==> config.mk <==
export PLATFORM = sky130hd
export DESIGN_NAME = dmem_arbiter_flat
export DESIGN_NICKNAME = d
export VERILOG_FILES = /design/src/rtl/dmem_arbiter_pkg.sv /design/src/rtl/dmem_arbiter_if.sv /design/src/rtl/rr_arb2.sv /design/src/rtl/dmem_arbiter.sv /design/src/flat_wrapper.sv
export SDC_FILE = /design/constraint.sdc
export NUM_CORES = 1
export LEC_CHECK = 0
export CORE_ASPECT_RATIO = 0.8
export CORE_MARGIN = 2
export CORE_UTILIZATION = 38
export CTS_CLUSTER_DIAMETER = 200
export DETAILED_ROUTE_END_ITERATION = 10
export GPL_ROUTABILITY_DRIVEN = 0
export PLACE_DENSITY = 0.81
export SLEW_MARGIN = 10
export SYNTH_ARGS = -nofsm -noshare
export SYNTH_HDL_FRONTEND = slang
export SYNTH_SLANG_ARGS = --single-unit
export TNS_END_PERCENT = 1
==> constraint.sdc <==
create_clock -name clock_in -period 2.8 [get_ports clock_in]
set_clock_uncertainty 0.2 [all_clocks]
set_input_delay 0.56 -clock clock_in [delete_from_list [all_inputs] [get_ports clock_in]]
set_output_delay 0.56 -clock clock_in [all_outputs]
set_load 0.01 [all_outputs]
==> src/rtl/dmem_arbiter_pkg.sv <==
// dmem_arb_pkg: shared FSM encoding, owner IDs and default sizing for the data-memory arbiter
package dmem_arb_pkg;
    typedef enum logic [1:0] {
        IDLE    = 2'd0,
        ACCESS  = 2'd1,
        RESPOND = 2'd2
    } state_e;

    localparam logic OWN_CPU = 1'b0;
    localparam logic OWN_DMA = 1'b1;

    localparam int DEF_DEPTH       = 128;
    localparam int DEF_MEM_LATENCY = 1;
endpackage

==> src/rtl/dmem_arbiter_if.sv <==
// dmem_arbiter_if: one requester port of the data-memory arbiter (req/gnt/rvalid handshake)
interface dmem_arbiter_if #(
    parameter int ADDR_W = 32
) ();
    logic              req;
    logic              we;
    logic [ADDR_W-1:0] addr;
    logic [31:0]       wdata;
    logic              gnt;
    logic              rvalid;
    logic [31:0]       rdata;
    logic              err;

    modport master (output req, we, addr, wdata, input gnt, rvalid, rdata, err);
    modport slave  (input req, we, addr, wdata, output gnt, rvalid, rdata, err);
endinterface

==> src/rtl/rr_arb2.sv <==
// rr_arb2: two-input round-robin picker; on a tie the requester that did not win last time wins
module rr_arb2
    import dmem_arb_pkg::*;
(
    input  logic [1:0] req,
    input  logic       last_owner,
    output logic       winner,
    output logic       any
);
    assign any    = |req;
    assign winner = (&req) ? ~last_owner : req[OWN_DMA];
endmodule

==> src/rtl/dmem_arbiter.sv <==
// dmem_arbiter: shares one single-port data memory between the CPU and a DMA/loader port, one access at a time
module dmem_arbiter
    import dmem_arb_pkg::*;
#(
    parameter int DEPTH       = DEF_DEPTH,
    parameter int MEM_LATENCY = DEF_MEM_LATENCY,
    parameter int ADDR_W      = 32
) (
    input  logic              clock_in,
    input  logic              reset_n,
    dmem_arbiter_if.slave     cpu,
    dmem_arbiter_if.slave     dma,
    output logic [ADDR_W-1:0] mem_address,
    output logic [31:0]       mem_write_data,
    output logic              mem_write,
    output logic              mem_read,
    input  logic [31:0]       mem_read_data
);
    state_e            state_q, state_d;
    logic              owner_q, owner_d;
    logic              last_owner_q, last_owner_d;
    logic              we_q, we_d;
    logic              err_q, err_d;
    logic [3:0]        count_q, count_d;
    logic [31:0]       rdata_q, rdata_d;
    logic [ADDR_W-1:0] mem_address_q, mem_address_d;
    logic [31:0]       mem_write_data_q, mem_write_data_d;
    logic              mem_write_q, mem_write_d;
    logic              mem_read_q, mem_read_d;
    logic              winner, any, idle, resp;
    logic              sel_we, sel_oor;
    logic [ADDR_W-1:0] sel_addr;
    logic [31:0]       sel_wdata;
    logic              cpu_rvalid, dma_rvalid;

    rr_arb2 u_rr (
        .req        ({dma.req, cpu.req}),
        .last_owner (last_owner_q),
        .winner     (winner),
        .any        (any)
    );

    assign sel_we    = winner ? dma.we : cpu.we;
    assign sel_addr  = winner ? dma.addr : cpu.addr;
    assign sel_wdata = winner ? dma.wdata : cpu.wdata;
    assign sel_oor   = sel_addr >= ADDR_W'(DEPTH);

    assign idle = state_q == IDLE;
    assign resp = state_q == RESPOND;

    assign cpu.gnt    = idle && any && winner == OWN_CPU;
    assign dma.gnt    = idle && any && winner == OWN_DMA;
    assign cpu_rvalid = resp && owner_q == OWN_CPU;
    assign dma_rvalid = resp && owner_q == OWN_DMA;
    assign cpu.rvalid = cpu_rvalid;
    assign dma.rvalid = dma_rvalid;
    assign cpu.rdata  = cpu_rvalid ? rdata_q : '0;
    assign dma.rdata  = dma_rvalid ? rdata_q : '0;
    assign cpu.err    = cpu_rvalid && err_q;
    assign dma.err    = dma_rvalid && err_q;

    assign mem_address    = mem_address_q;
    assign mem_write_data = mem_write_data_q;
    assign mem_write      = mem_write_q;
    assign mem_read       = mem_read_q;

    // Next-state: grant in IDLE, hold memory strobes for the latency count, then present one response
    always_comb begin
        state_d          = state_q;
        owner_d          = owner_q;
        last_owner_d     = last_owner_q;
        we_d             = we_q;
        err_d            = err_q;
        count_d          = count_q;
        rdata_d          = rdata_q;
        mem_address_d    = mem_address_q;
        mem_write_data_d = mem_write_data_q;
        mem_write_d      = mem_write_q;
        mem_read_d       = mem_read_q;
        case (state_q)
            IDLE: begin
                if (any) begin
                    owner_d      = winner;
                    last_owner_d = winner;
                    we_d         = sel_we;
                    if (sel_oor) begin
                        err_d   = 1'b1;
                        rdata_d = '0;
                        state_d = RESPOND;
                    end else begin
                        count_d          = 4'(MEM_LATENCY - 1);
                        mem_address_d    = sel_addr;
                        mem_write_data_d = sel_wdata;
                        mem_write_d      = sel_we;
                        mem_read_d       = !sel_we;
                        state_d          = ACCESS;
                    end
                end
            end
            ACCESS: begin
                if (count_q == 4'd0) begin
                    rdata_d     = we_q ? '0 : mem_read_data;
                    err_d       = 1'b0;
                    mem_write_d = 1'b0;
                    mem_read_d  = 1'b0;
                    state_d     = RESPOND;
                end else begin
                    count_d = count_q - 4'd1;
                end
            end
            RESPOND: state_d = IDLE;
            default: state_d = IDLE;
        endcase
    end

    // State and datapath registers; reset drops any in-flight access and lets the CPU win the first tie
    always_ff @(posedge clock_in or negedge reset_n) begin
        if (!reset_n) begin
            state_q          <= IDLE;
            owner_q          <= OWN_CPU;
            last_owner_q     <= OWN_DMA;
            we_q             <= 1'b0;
            err_q            <= 1'b0;
            count_q          <= '0;
            rdata_q          <= '0;
            mem_address_q    <= '0;
            mem_write_data_q <= '0;
            mem_write_q      <= 1'b0;
            mem_read_q       <= 1'b0;
        end else begin
            state_q          <= state_d;
            owner_q          <= owner_d;
            last_owner_q     <= last_owner_d;
            we_q             <= we_d;
            err_q            <= err_d;
            count_q          <= count_d;
            rdata_q          <= rdata_d;
            mem_address_q    <= mem_address_d;
            mem_write_data_q <= mem_write_data_d;
            mem_write_q      <= mem_write_d;
            mem_read_q       <= mem_read_d;
        end
    end
endmodule

==> src/flat_wrapper.sv <==
// flat-port wrapper written by rule: the top's interface ports become plain ports
module dmem_arbiter_flat import dmem_arb_pkg::*;
#(
    parameter int DEPTH       = DEF_DEPTH,
    parameter int MEM_LATENCY = DEF_MEM_LATENCY,
    parameter int ADDR_W      = 32
)
  (clock_in, reset_n, mem_address, mem_write_data, mem_write, mem_read, mem_read_data, cpu_req, cpu_we, cpu_addr, cpu_wdata, cpu_gnt, cpu_rvalid, cpu_rdata, cpu_err, dma_req, dma_we, dma_addr, dma_wdata, dma_gnt, dma_rvalid, dma_rdata, dma_err);
  dmem_arbiter_if #(.ADDR_W(ADDR_W)) cpu_i ();
  dmem_arbiter_if #(.ADDR_W(ADDR_W)) dma_i ();
  input  logic clock_in;
  input  logic reset_n;
  output logic [ADDR_W-1:0] mem_address;
  output logic [31:0] mem_write_data;
  output logic mem_write;
  output logic mem_read;
  input  logic [31:0] mem_read_data;
  input wire logic [$bits(cpu_i.req)-1:0] cpu_req;
  input wire logic [$bits(cpu_i.we)-1:0] cpu_we;
  input wire logic [$bits(cpu_i.addr)-1:0] cpu_addr;
  input wire logic [$bits(cpu_i.wdata)-1:0] cpu_wdata;
  output wire logic [$bits(cpu_i.gnt)-1:0] cpu_gnt;
  output wire logic [$bits(cpu_i.rvalid)-1:0] cpu_rvalid;
  output wire logic [$bits(cpu_i.rdata)-1:0] cpu_rdata;
  output wire logic [$bits(cpu_i.err)-1:0] cpu_err;
  input wire logic [$bits(dma_i.req)-1:0] dma_req;
  input wire logic [$bits(dma_i.we)-1:0] dma_we;
  input wire logic [$bits(dma_i.addr)-1:0] dma_addr;
  input wire logic [$bits(dma_i.wdata)-1:0] dma_wdata;
  output wire logic [$bits(dma_i.gnt)-1:0] dma_gnt;
  output wire logic [$bits(dma_i.rvalid)-1:0] dma_rvalid;
  output wire logic [$bits(dma_i.rdata)-1:0] dma_rdata;
  output wire logic [$bits(dma_i.err)-1:0] dma_err;
  assign cpu_i.req = cpu_req;
  assign cpu_i.we = cpu_we;
  assign cpu_i.addr = cpu_addr;
  assign cpu_i.wdata = cpu_wdata;
  assign cpu_gnt = cpu_i.gnt;
  assign cpu_rvalid = cpu_i.rvalid;
  assign cpu_rdata = cpu_i.rdata;
  assign cpu_err = cpu_i.err;
  assign dma_i.req = dma_req;
  assign dma_i.we = dma_we;
  assign dma_i.addr = dma_addr;
  assign dma_i.wdata = dma_wdata;
  assign dma_gnt = dma_i.gnt;
  assign dma_rvalid = dma_i.rvalid;
  assign dma_rdata = dma_i.rdata;
  assign dma_err = dma_i.err;
  dmem_arbiter #(.DEPTH(DEPTH), .MEM_LATENCY(MEM_LATENCY), .ADDR_W(ADDR_W)) u_core (.clock_in(clock_in), .reset_n(reset_n), .cpu(cpu_i), .dma(dma_i), .mem_address(mem_address), .mem_write_data(mem_write_data), .mem_write(mem_write), .mem_read(mem_read), .mem_read_data(mem_read_data));
endmodule
==> reports/qor.csv <==
stage;metric;value;unit
yosys;commonest cells in the netlist;dfrtp_1, and2_1, a21oi_1;
power;Design Power;0.00366;W
setup_path;number of cells traversed by the worst register-to-register path;7;
placed_design;detailed placement HPWL;12700;microns
yosys;Synth Flop Type;dfrtp_1;
yosys;most common cell in the netlist;dfrtp_1;
power;share of power burned in registers;44.2;%
power;switching pwr;0.000864;W
yosys;cells after synthesis;463;
final_layout;fraction of layout instances using a drive strength above 1;7.55;%
global_route;aggregate global routing overflow;0;
floorplanning;number of rows in the core area;37;
floorplanning;io pins;302;
yosys;average cell area after synthesis;11.0;sq um
yosys;fraction of the yosys area taken by sequential cells;53.1;%
setup_path;launch instance of the worst register-to-register path;u_core.count_q[0];
timing;measured slew at the worst slew-check pin;0.666;ns
yosys;asr flop ratio synth;100;%
route;number of DRC markers in iteration 0;256;
global_route;first-pass GRT wire length;25200;microns
yosys;count of synthesis-stage warnings from yosys;0;
yosys;number of unique standard cell types used by synthesis;44;
timing;number of pins exceeding their max-slew limit in the final report;0;
global_route;Total Routing Usage GR;22.4;%
timing;final worst path period need;2.74;ns
setup_path;reg-to-reg critical path endpoint;u_core.rdata_q[29];
global_route;met2 Use GR;36.7;%
yosys;synthesized net count;631;
yosys;number of storage elements in the synthesis netlist;108;
power;Pint;0.00279;W
clock_tree;number of buffers on the longest clock path;2;
floorplanning;Placeable Area;0.0130;sq mm
clock_tree;clock tree from TritonCTS;done;
route;count of nets left with antenna violations after detail routing;0;
floorplanning;area of the die;0.0143;sq mm
clock_tree;clk slew on worst S/H paths;0.07;ns
setup_path;highest fanout seen on the critical path;34;
global_route;most crowded layer after global routing;met2;
job;max-cap check violation count;0;
setup_path;worst reg-to-reg setup slack;0.48;ns
final_layout;Area Growth Syn to Fin;74.1;%
global_route;fraction of met1 tracks used by global routing;29.1;%
global_route;via count of the first global-routing pass;4792;
global_route;maximum number of pins on one net before global-route repair;109;
clock_tree;Clock Latency Late Sink;0.34;ns
power;relative contribution of the clock network to total power;37.2;%
route;average routed wire per standard cell;17.9;microns
power;power density relative to cell area;413;mW/mm^2
timing;worst rel slew slack;55.6;%
global_route;antenna violations before repair;0;
clock_tree;H-tree level count;3;
setup_path;Worst EP arrival;1.98;ns
route;detailed-route DRC error count;0;
power;switching portion of total power;23.6;%
setup_path;worst setup path category;register to output pin;
final_layout;# fillers;930;
power;combinational share of power;18.6;%
placed_design;placed inst area;0.00844;sq mm
yosys;post-synth design cell area;0.00509;sq mm
yosys;Yosys top cell by area;dfrtp_1;
final_layout;total area of multi-input combinational cells;0.00222;sq mm
route;via count;4826;
route;Initial DRT Pass Iterations;4;
final_layout;finished layout cell area;0.00886;sq mm
yosys;count of flip-flops with a built-in enable after synthesis;0;
floorplanning;initial core utilization;39.3;%
final_layout;number of inserted diodes;0;
final_layout;end-of-flow core utilization;68.3;%
floorplanning;die extent in x;133;microns
timing;maximum frequency from static timing analysis;366;MHz
clock_tree;number of sinks on the clock net;108;
power;static leakage;4.20;nW
floorplanning;Die H;108;microns
timing;Hold Vio Cnt, Final;0;
final_layout;number of nets in the layout;931;
power;worst-case vdd ir drop;0.000389;V
route;routed via count divided by cell count;5.12;
yosys;largest cells by area after synthesis;dfrtp_1, and2_1, mux2i_1;
global_route;met3 GRT Util;5.37;%
route;Post-Route WL;16900;microns
timing;period utilisation layout;97.7;%
clock_tree;Root Buffer Master;clkbuf_16;
placed_design;number of port buffers;301;
clock_tree;CTS Buf Count;9;
setup_path;kind of end point of the critical path;output pin;
timing;Final setup viols;0;
setup_path;required time of the critical path;2.04;ns
run_status;status;finished, final reports clean;
min_path;Hold Crit Class;input pin to async pin;
yosys;share of Yosys cell area claimed by the top area cell type;52.6;%
final_layout;sequential cell area in the final layout;0.00271;sq mm
setup_path;startpoint class of the critical path;register;
==> power by group through the flow <==
stage	registers [W]	clock network (W)	logic [W]
6_report	0.00162	0.00136	0.000680
5_1_grt	0.00162	0.00146	0.000730
4_1_cts	0.00161	0.00140	0.000671
3_5_place_dp	0.00164	0	0.000665
3_3_place_gp	0.00164	0	0.000647
2_1_floorplan	0.00164	0	0.000240
==> final cells by class <==
class                           count  share of cell area, %
Sequential cell                   108                   30.5
Clock buffer                       11                   2.74
Clock inverter                      5                  0.960
Multi-Input combinational cell    312                   25.1
Inverter                            5                  0.212
Tap cell                          175                   2.47
Timing Repair Buffer              327                   38.0
==> per-layer routing <==
layer	share of wire (%)	vias up
met4	2.3	0
met1	42	2338
met5	0	-
met3	6.2	24
met2	50	181
li1	-	2283
==> registers in the layout (all words and copies together), names as in the netlist <==
register               flops
u_core.count_q             4
u_core.err_q               1
u_core.last_owner_q        1
u_core.mem_address        32
u_core.mem_read            1
u_core.mem_write           1
u_core.mem_write_data     32
u_core.owner_q             1
u_core.rdata_q            32
u_core.state_q             2
u_core.we_q                1
==> stage by stage <==
| stage | hold slack [ns] | TNS [ns] | instances | worst slack [ns] |
|---|---|---|---|---|
| global route | 0.111 | -0.00269 | 943 | -0.00269 |
| finish | 0.0698 | 0 | 943 | 0.0645 |
| global placement | 0.268 | -0.862 | 924 | -0.0570 |
| detailed placement | 0.270 | -3.93 | 924 | -0.0841 |
| floorplan | 0.0644 | 0 | 463 | 0.518 |
| CTS | 0.106 | -0.0120 | 941 | -0.0120 |
==> cells in the final DEF, fill, tap and decap left out, drive strengths merged, types with 4 or more instances in the layout <==
cell type / count
dfrtp: 107
dlymetal6s2s: 22
a22o: 32
nor2: 4
buf: 27
and2: 92
nand2: 6
a21oi: 42
nor3: 7
clkbuf: 11
mux2i: 41
a31oi: 41
clkdlybuf4s50: 276
inv: 5
nor4: 9
==> cell families after synthesis <==
kind of cell / count (synthesis) / synth area share, %
buffers and inverters: 43 / 4.08
adder cells (fa/ha/maj): 2 / 0.492
flip-flops: 108 / 53.1
multiplexers: 42 / 8.36
AND/OR/NAND/NOR: 136 / 16.6
AO/OA/AOI/OAI: 132 / 17.4
==> critical path: stages, from the launching register on <==
cell	delay, ns
dfrtp_2	0.47
inv_2	0.10
and3_4	0.20
buf_12	0.16
and2_1	0.15
clkdlybuf4s50_1	0.55
==> repair_timing <==
item                                    in CTS  in global routing
gates resized for setup                      4                 29
buffers inserted                             1                  1
endpoints found under the setup margin      11                 66
endpoints found under the hold margin        0                  0
pin swaps                                    1                  1
gates cloned                                 0                  1
hold buffers                                 0                  0
==> worst max-delay path by stage <==
stage,startpoint,to,cells past startpoint
after floorplan,dma_req,cpu_gnt,4
after CTS,u_core.state_q[0],dma_rdata[18],5
after global placement,dma_addr[9],u_core.count_q[3],8
after detailed placement,cpu_addr[10],u_core.count_q[3],7
after global routing,u_core.state_q[0],dma_rdata[16],5
final,u_core.state_q[0],dma_rdata[16],5
(Power assumes the default switching activity.)
